[config.mk]
export PLATFORM = sky130hd
export DESIGN_NAME = nibble_serial_add_ctrl
export DESIGN_NICKNAME = d
export VERILOG_FILES = /design/src/rtl/nibble_serial_add_ctrl.sv
export SDC_FILE = /design/constraint.sdc
export NUM_CORES = 1
export LEC_CHECK = 0
export CORE_ASPECT_RATIO = 0.9
export CORE_MARGIN = 4
export CORE_UTILIZATION = 49
export DETAILED_ROUTE_END_ITERATION = 8
export PLACE_DENSITY = 0.85
export SLEW_MARGIN = 5
export SYNTH_ARGS = -nofsm -noshare
export SYNTH_HDL_FRONTEND = slang
export SYNTH_SLANG_ARGS = --single-unit
[constraint.sdc]
create_clock -name clk -period 5.8 [get_ports clk]
set_clock_uncertainty 0.2 [all_clocks]
set_input_delay 0.58 -clock clk [delete_from_list [all_inputs] [get_ports clk]]
set_output_delay 0.58 -clock clk [all_outputs]
set_load 0.05 [all_outputs]
[src/rtl/nibble_serial_add_ctrl.sv]
// rtl/nibble_serial_add_ctrl.sv - round-robin sequencer sharing one 4-bit adder slice between two requesters
//
// Purpose: accepts WIDTH-bit add requests (WIDTH = 4*NIBBLES) from two requesters,
// performs each add nibble-serially (LSB nibble first) on an external combinational
// 4-bit full-adder slice, and returns the sum with a valid/ready handshake.
//
// Ports:
//   clk, rst                      clock (rising edge), synchronous active-high reset
//   reqN_valid/ready              request handshake for requester N (N = 0, 1)
//   reqN_a, reqN_b, reqN_cin      operands and carry in, sampled only on the transfer cycle
//   res_valid/ready               result handshake
//   res_sum, res_cout, res_id     sum, final carry, owning requester (zero outside DONE)
//   busy                          high whenever the sequencer is not idle
//   slc_a, slc_b, slc_cin         drive the shared adder slice (zero outside RUN)
//   slc_s, slc_co                 combinational slice result

module nibble_serial_add_ctrl #(
    parameter int NIBBLES = 4
) (
    input  logic                   clk,
    input  logic                   rst,

    input  logic                   req0_valid,
    output logic                   req0_ready,
    input  logic [4*NIBBLES-1:0]   req0_a,
    input  logic [4*NIBBLES-1:0]   req0_b,
    input  logic                   req0_cin,

    input  logic                   req1_valid,
    output logic                   req1_ready,
    input  logic [4*NIBBLES-1:0]   req1_a,
    input  logic [4*NIBBLES-1:0]   req1_b,
    input  logic                   req1_cin,

    output logic                   res_valid,
    input  logic                   res_ready,
    output logic [4*NIBBLES-1:0]   res_sum,
    output logic                   res_cout,
    output logic                   res_id,

    output logic                   busy,

    output logic [3:0]             slc_a,
    output logic [3:0]             slc_b,
    output logic                   slc_cin,
    input  logic [3:0]             slc_s,
    input  logic                   slc_co
);

    localparam int WIDTH = 4 * NIBBLES;
    localparam int IDXW  = $clog2(NIBBLES);
    localparam logic [IDXW-1:0] LAST_IDX = IDXW'(NIBBLES - 1);

    typedef enum logic [1:0] {
        IDLE = 2'd0,
        RUN  = 2'd1,
        DONE = 2'd2
    } state_e;

    state_e            state_q, state_d;
    logic [WIDTH-1:0]  a_q, a_d;
    logic [WIDTH-1:0]  b_q, b_d;
    logic [WIDTH-1:0]  sum_q, sum_d;
    logic              carry_q, carry_d;
    logic [IDXW-1:0]   idx_q, idx_d;
    logic              id_q, id_d;
    logic              last_id_q, last_id_d;

    logic              grant;

    // Round robin: a lone requester always wins; on a tie the requester that
    // was not served last wins. last_id resets to 1 so requester 0 wins first.
    always_comb begin
        grant = 1'b0;
        if (req0_valid && req1_valid) begin
            grant = ~last_id_q;
        end else if (req1_valid) begin
            grant = 1'b1;
        end
    end

    assign req0_ready = (state_q == IDLE) && req0_valid && (grant == 1'b0);
    assign req1_ready = (state_q == IDLE) && req1_valid && (grant == 1'b1);

    always_comb begin
        state_d   = state_q;
        a_d       = a_q;
        b_d       = b_q;
        sum_d     = sum_q;
        carry_d   = carry_q;
        idx_d     = idx_q;
        id_d      = id_q;
        last_id_d = last_id_q;

        case (state_q)
            IDLE: begin
                if (req0_ready) begin
                    a_d     = req0_a;
                    b_d     = req0_b;
                    carry_d = req0_cin;
                    id_d    = 1'b0;
                    idx_d   = '0;
                    sum_d   = '0;
                    state_d = RUN;
                end else if (req1_ready) begin
                    a_d     = req1_a;
                    b_d     = req1_b;
                    carry_d = req1_cin;
                    id_d    = 1'b1;
                    idx_d   = '0;
                    sum_d   = '0;
                    state_d = RUN;
                end
            end
            RUN: begin
                sum_d[4*idx_q +: 4] = slc_s;
                carry_d             = slc_co;
                if (idx_q == LAST_IDX) begin
                    state_d = DONE;
                end else begin
                    idx_d = idx_q + 1'b1;
                end
            end
            DONE: begin
                if (res_ready) begin
                    last_id_d = id_q;
                    state_d   = IDLE;
                end
            end
            default: begin
                state_d = IDLE;
            end
        endcase
    end

    always_ff @(posedge clk) begin
        if (rst) begin
            state_q   <= IDLE;
            a_q       <= '0;
            b_q       <= '0;
            sum_q     <= '0;
            carry_q   <= 1'b0;
            idx_q     <= '0;
            id_q      <= 1'b0;
            last_id_q <= 1'b1;
        end else begin
            state_q   <= state_d;
            a_q       <= a_d;
            b_q       <= b_d;
            sum_q     <= sum_d;
            carry_q   <= carry_d;
            idx_q     <= idx_d;
            id_q      <= id_d;
            last_id_q <= last_id_d;
        end
    end

    // Slice inputs are forced to zero outside RUN so the shared adder sees
    // no stale operands while idle or holding a result.
    assign slc_a   = (state_q == RUN) ? a_q[4*idx_q +: 4] : 4'd0;
    assign slc_b   = (state_q == RUN) ? b_q[4*idx_q +: 4] : 4'd0;
    assign slc_cin = (state_q == RUN) ? carry_q : 1'b0;

    // Result fields are gated so that every output reads zero while no result is offered.
    assign res_valid = (state_q == DONE);
    assign res_sum   = (state_q == DONE) ? sum_q : '0;
    assign res_cout  = (state_q == DONE) ? carry_q : 1'b0;
    assign res_id    = (state_q == DONE) ? id_q : 1'b0;

    assign busy = (state_q != IDLE);

endmodule

==> flow_summary.toml <==
[global_route]
grt.total_usage = 0.231
grt_pass1_wl_um = 14700
grt_pass1_vias = 2986
antenna_found_initial = 0
grt_max_degree = 53
grt_overflow = 0

[route]
firstDrtPassIters = 5
drc = 0
wl_um = 9300
ant_nets = 0
num_vias = 3195
drt-initial-drc-count = 306
wl_per_cell_um = 18.0
avgViaCountPerCell = 6.17

[sta]
finalSetupTns_ps = 0
hold_ws_ps = 271
period_needed_ps = 3680
fmax_ghz = 0.272
fin_ws_ps = 2120
hold_viol = 0
drv_slew = 0
relSlewSlack = 0.171
rsz0062_at_grt = "false"
timing.final.crit_share = 0.635
worst-slew-pin-transition_ps = 1240
setup_viol_count_final = 0

[placement]
port_buffers = 106
placed_area_sq_um = 4090
dpl.hpwl_um = 6200
globalplace.congestion = 0.838
pre_cts_ws_ps = 2090

[critical_path]
critPathCaptureType = "primary output"
startpoint = "state_q[1]"
worst-setup-path-type = "reg2out"
rr_startpoint = "idx_q[0]"
crit_path_start_kind = "flop"
crit_fanout = 27
crit_required_ps = 5020
critPathArrivalTime_ps = 2900

[cts]
clock-sinks = 55
cts_tree = "yes"
htreeDepth = 2
cts_buffer_depth = 2
cts_made_buffers = 5
cts-root-buf = "clkbuf_8"
cts_setup_buffers = 0
clk_latency_ps = 300
clkTransAtPathRegs_ps = 90
ctsResizeCount = 0
cts_hold_buf = 0

[floorplanning]
initial_core_util = 0.509
fp.dieArea_sq_um = 7760
core_area_sq_um = 6180
row_count = 27
fp.dieH_um = 84.0
io_pins = 107
die_w_um = 92.4

[logic_synthesis]
syn_area_sq_um = 3140
yosysUniqueCellTypes = 48
synth_top_area_share = 0.350
yosys_warnings = 0
synth_edf_count = 0
yosys.area.top_type = "dfxtp_1"
netlist_instances = 356
syn_area_per_cell_sq_um = 8.83
synth-seq-area-share = 0.350
synth_area_leaders = "dfxtp_1 (35%), a311oi_1 (8.1%), a21oi_1 (7.3%), nand3_1 (6.2%), mux4_2 (5.7%)"
syn-num-nets = 438
ys_ff_latch = 55
async_flop_share = 0
ys.flop_type = "dfxtp_1"

[power]
leakagePower_uw = 0.00147
ir_worst_vdd_uv = 121
p_total_uw = 845
power_density_nw_per_um2 = 202

[status]
outcome = "completed"

[final_layout]
layout.nets = 513
area_growth_pct = 32.9
drive_above_1_share = 0.0626
n_antenna_cell = 0
fin_area_sq_um = 4180

[flow_run]
cap_violations = 0

[worst_hold_path]
hold_path_class = "reg2reg"
hp-start = "sum_q[6]"
[through the flow]
step	utilization	instances
6_report	0.676	518
5_1_grt	0.676	518
4_1_cts	0.676	518
3_5_place_dp	0.662	511
3_3_place_gp	0.662	511
2_1_floorplan	-	356
[Yosys cell counts, types with 6 or more instances]
master / count
a21oi_1: 46
a311oi_1: 29
and2_1: 28
buf_6: 9
clkbuf_1: 20
dfxtp_1: 55
ha_1: 6
mux4_2: 8
nand3_1: 39
nor2b_1: 7
o21ai_0: 28
o31ai_1: 14
[final timing paths]
| check | endpoint | slack [ps] | depth (start not counted) |
|---|---|---|---|
| setup / recovery | slc_a[2] | 2120 | 3 |
| hold / removal | sum_q[6] | 270 | 2 |
| setup reg to reg | sum_q[15] | 2880 | 5 |
| hold reg to reg | sum_q[6] | 270 | 2 |
[cell families after synthesis]
family                     Yosys count  share of synthesized area
muxes                                8                     0.0573
buffers and inverters               47                     0.0844
adders and majority gates            6                     0.0239
AOI/OAI and AO/OA                  135                      0.283
DFF                                 55                      0.350
and+or+nand+nor                    105                      0.202
[cells in the final DEF (no fill, tap or decap), drive strengths merged, types with 2 or more instances in the layout]
| master | n |
|---|---|
| mux4 | 8 |
| ha | 6 |
| nand4 | 4 |
| a311oi | 32 |
| nor2b | 7 |
| dfxtp | 55 |
| o31ai | 14 |
| and2 | 29 |
| inv | 5 |
| nor4 | 2 |
| o21ai | 32 |
| nor3b | 2 |
| nand3 | 39 |
| a22o | 4 |
| a21oi | 46 |
| and2b | 2 |
| buf | 5 |
| nor2 | 6 |
| clkbuf | 6 |
| clkdlybuf4s50 | 105 |
| nand2 | 2 |
[where the power goes]
part	internal [uW]	switching, uW	leakage, uW	total [uW]
logic	104	103	0.000967	207
clock network	94.0	120	0.0000470	214
registers	403	21.6	0.000452	424
[layout make-up]
type	instances	area, sq um
Fill cell	531	2000
Multi-Input combinational cell	254	1780
Sequential cell	55	1100
Timing Repair Buffer	110	1090
Tap cell	87	109
Clock buffer	6	82.6
Inverter	5	18.8
Clock inverter	1	5.00
[routing by layer]
layer / track usage / vias to the layer above / wire length, um
li1: - / 1501 / -
met1: 0.312 / 1522 / 4010
met2: 0.362 / 150 / 4420
met3: 0.0424 / 22 / 626
met4: 0.0918 / 0 / 246
met5: 0 / - / 0
[flip-flops by register name (all words and copies together) (netlist names)]
| name | cells |
|---|---|
| carry_q | 1 |
| last_id_q | 1 |
| id_q | 1 |
| sum_q | 16 |
| a_q | 16 |
| b_q | 16 |
| idx_q | 2 |
| state_q | 2 |
[critical path: stages, from the launching register on]
cell,delay (ps)
dfxtp_1,620
nor2b_1,870
and2_1,280
clkdlybuf4s50_1,810
Power figures use the tool's default switching activity.
==> edit 1, RTL diff (config.mk and constraints unchanged) <==
`a_q`, `b_q` and `sum_q` no longer have a reset.
--- a/src/rtl/nibble_serial_add_ctrl.sv
+++ b/src/rtl/nibble_serial_add_ctrl.sv
@@ -137,7 +137,4 @@
         if (rst) begin
             state_q   <= IDLE;
-            a_q       <= '0;
-            b_q       <= '0;
-            sum_q     <= '0;
             carry_q   <= 1'b0;
             idx_q     <= '0;
@@ -146,7 +143,4 @@
         end else begin
             state_q   <= state_d;
-            a_q       <= a_d;
-            b_q       <= b_d;
-            sum_q     <= sum_d;
             carry_q   <= carry_d;
             idx_q     <= idx_d;
@@ -154,4 +148,10 @@
             last_id_q <= last_id_d;
         end
+    end
+
+    always_ff @(posedge clk) begin
+        a_q   <= a_d;
+        b_q   <= b_d;
+        sum_q <= sum_d;
     end
 
Check against the original RTL: same outputs for any inputs over 10 cycles, from zero or initial values and one cycle with rst high; that may be too few to reach the edited logic, so the function may still have changed.
==> edit 1 against the original RTL <==
Wire length fell by 32%; via count fell by 33%; worst setup slack improved by 0.18 ns; first-iteration DRC count fell by 75%; register-to-register slack improved by 0.46 ns; critical endpoint is now req0_ready; power rose by 3.7%; area after synthesis fell by 2.1%; cell area rose by 1.8%; sequential cell count did not move.
==> edit 1: results <==
export IMPL_hpwl_mm=4.888
export IMPL_outcome="completed"
export IMPL_whs_ns=0.3117
export IMPL_switching_share=0.2412
export IMPL_placedCellCount=414
export IMPL_met1Wirelength_mm=2.447
export IMPL_crit_path_end="req0_ready"
export IMPL_synth_compound_area_frac=0.05122
export IMPL_firstDrtPassIters=4
export IMPL_synth_fa_ha_area_frac=0.02439
export IMPL_synthTopCellsByCount="edfxtp_1, mux2_4, nor2_1"
export IMPL_relSlewSlack=0.4801
export IMPL_gp_congestion=0.7385
export IMPL_grt_pass1_wl_mm=9.998
export IMPL_stdcell_count=422
export IMPL_reg2reg_slack_ns=3.34
export IMPL_cp_top_family="buffers and inverters"
export IMPL_grt_use_met3=0.06159
export IMPL_via_per_inst=5.059
export IMPL_synth_area_leaders="edfxtp_1, mux2_4, and2_1, mux4_2, dfxtp_1"
export IMPL_synth_nets=313
export IMPL_worst_path_largest_cell_delay_ns=0.82
export IMPL_grtUsageMet2=0.2860
export IMPL_hp_start="carry_q"
export IMPL_finalWirelength_mm=6.284
export IMPL_intPower_uw=664.8
export IMPL_p_comb_frac=0.227
export IMPL_seq_area_frac_synth=0.5138
export IMPL_worstReg2RegEnd="sum_q[2]"
export IMPL_drive_above_1_share=0.1552
export IMPL_synth_cell_type_count=36
export IMPL_drt_iter0_drc=78
==> edit 1: changes by cell type after synthesis, moves of 11 or more <==
cell	change
nand3_1	-39
nor2b_1	+11
clkbuf_1	-17
nor2_1	+22
edfxtp_1	+48
o21ai_0	-28
mux2_4	+28
a21oi_1	-28
a311oi_1	-29
o31ai_1	-14
dfxtp_1	-48
==> edit 1: cell type report <==
type                            count  area [um2]
Timing Repair Buffer              108        1076
Tap cell                           87       108.9
Inverter                            6       22.52
Multi-Input combinational cell    158        1386
Fill cell                         450        1859
Sequential cell                    55        1582
Clock inverter                      2       7.507
Clock buffer                        6       72.57
==> edit 1: through the flow <==
step | cell area (um2) | utilization | worst slack (ns)
detailed placement | 4175 | 0.6828 | 2.297
global placement | 4175 | 0.6828 | 2.325
finish | 4255 | 0.6959 | 2.294
global route | 4255 | 0.6959 | 2.153
CTS | 4255 | 0.6959 | 2.271
floorplan | 3078 | - | 2.967
==> edit 2, RTL diff (same flow settings) <==
Made on the original files. The parameter `NIBBLES` goes from 4 to 8. Comments in the files are not updated.
--- a/src/rtl/nibble_serial_add_ctrl.sv
+++ b/src/rtl/nibble_serial_add_ctrl.sv
@@ -16,5 +16,5 @@
 
 module nibble_serial_add_ctrl #(
-    parameter int NIBBLES = 4
+    parameter int NIBBLES = 8
 ) (
     input  logic                   clk,
Ports: changed (5 resized); port bits go from 107 to 187. The function was not compared with the original's and may differ.
==> edit 2 against the original RTL <==
Worst setup slack better by 0.028 ns; non-clock buffer count is 81 higher; synthesized cell count is 77% higher; cell count is 76% higher; clock power grew to 3.0 times the old value; hold slack worse by 0.0056 ns; cell area is 77% higher; wire length is 65% higher; sequential cell count is 49 higher; die area is 62% higher; power is 120% higher; area after synthesis is 69% higher.
==> edit 2: results <==
export IMPL_outcome="completed"
export IMPL_hpwl_mm=11.31
export IMPL_critPathLaunch="idx_q[1]"
export IMPL_cp_max_fo=21
export IMPL_vias=5301
export IMPL_ir_drop_v=0.0001990
export IMPL_top_regs="a_q: 32 flops, b_q: 32 flops, sum_q: 32 flops"
export IMPL_io_buffers=186
export IMPL_worst_path_largest_cell_delay_ns=0.98
export IMPL_reg2reg_slack_ns=2.64
export IMPL_layout_setup_ws_ns=2.147
export IMPL_nMultiInputCombCells=466
export IMPL_final_seq_area_um2=2082
export IMPL_slowest_stage="dfxtp_1"
export IMPL_grt_max_degree=108
export IMPL_worstReg2RegEnd="sum_q[22]"
export IMPL_seq_area_frac_synth=0.3927
export IMPL_cts_buffers=9
export IMPL_synth_cell_type_count=45
export IMPL_multi_input_area_share=0.3955
export IMPL_final_nonclk_buf_share=0.2559
export IMPL_core_region_area_um2=10420
export IMPL_synth_fa_ha_area_frac=0.01180
export IMPL_drive_above_1_share=0.07398
export IMPL_synth_nets=775
export IMPL_gp_congestion=0.8669
export IMPL_clock_area_frac=0.04237
export IMPL_place_area_um2=7098
export IMPL_grt_pass1_vias=5111
export IMPL_synthMuxAreaShare=0.06797
export IMPL_root_buffer="clkbuf_16"
export IMPL_clock_latency_ns=0.34
export IMPL_grt_usage=0.2386
export IMPL_powerDensity_nw_per_um2=245.7
export IMPL_crit_arrival_ns=2.87
export IMPL_ff2ff_path_depth=8
export IMPL_syn_inst=630
export IMPL_nClkBuffers=11
export IMPL_synth_area_leaders="dfxtp_1, nand2_1, a311oi_1, mux4_2, nor2_1"
export IMPL_post_drt_wl_per_cell_um=16.83
export IMPL_seq_cell_count=104
export IMPL_clk_pin_slew_ns=0.07
export IMPL_fill_cells=779
export IMPL_dp_worst_setup_slack_ns=2.429
export IMPL_grt_pass1_wl_mm=24.74
export IMPL_nets=924
export IMPL_synth_compound_area_frac=0.1971
export IMPL_p_leak_nw=2.714
[edit 2: worst min-delay path by stage]
stage,from,to,slack (ns),cells after the start
3_3_place_gp,sum_q[4],sum_q[4],0.24,1
6_report,sum_q[7],sum_q[7],0.27,1
2_1_floorplan,sum_q[12],sum_q[12],0.22,1
3_5_place_dp,sum_q[4],sum_q[4],0.25,1
5_1_grt,sum_q[4],sum_q[4],0.29,1
4_1_cts,sum_q[4],sum_q[4],0.26,1
[edit 2: routing by layer]
layer	wire, um	part of all wire	global-route usage	up-vias
li1	-	-	-	2527
met1	6230	0.41	0.2968	2486
met2	7378	0.48	0.4038	254
met3	1326	0.086	0.06065	34
met4	434	0.028	0.08619	0
met5	0	0	0	-
[edit 2: where the power goes]
| part | internal (mW) | switching, mW | leakage, nW |
|---|---|---|---|
| clock network | 0.379 | 0.260 | 0.150 |
| logic | 0.188 | 0.191 | 1.71 |
| registers | 0.766 | 0.0374 | 0.855 |
| total | 1.33 | 0.488 | 2.71 |
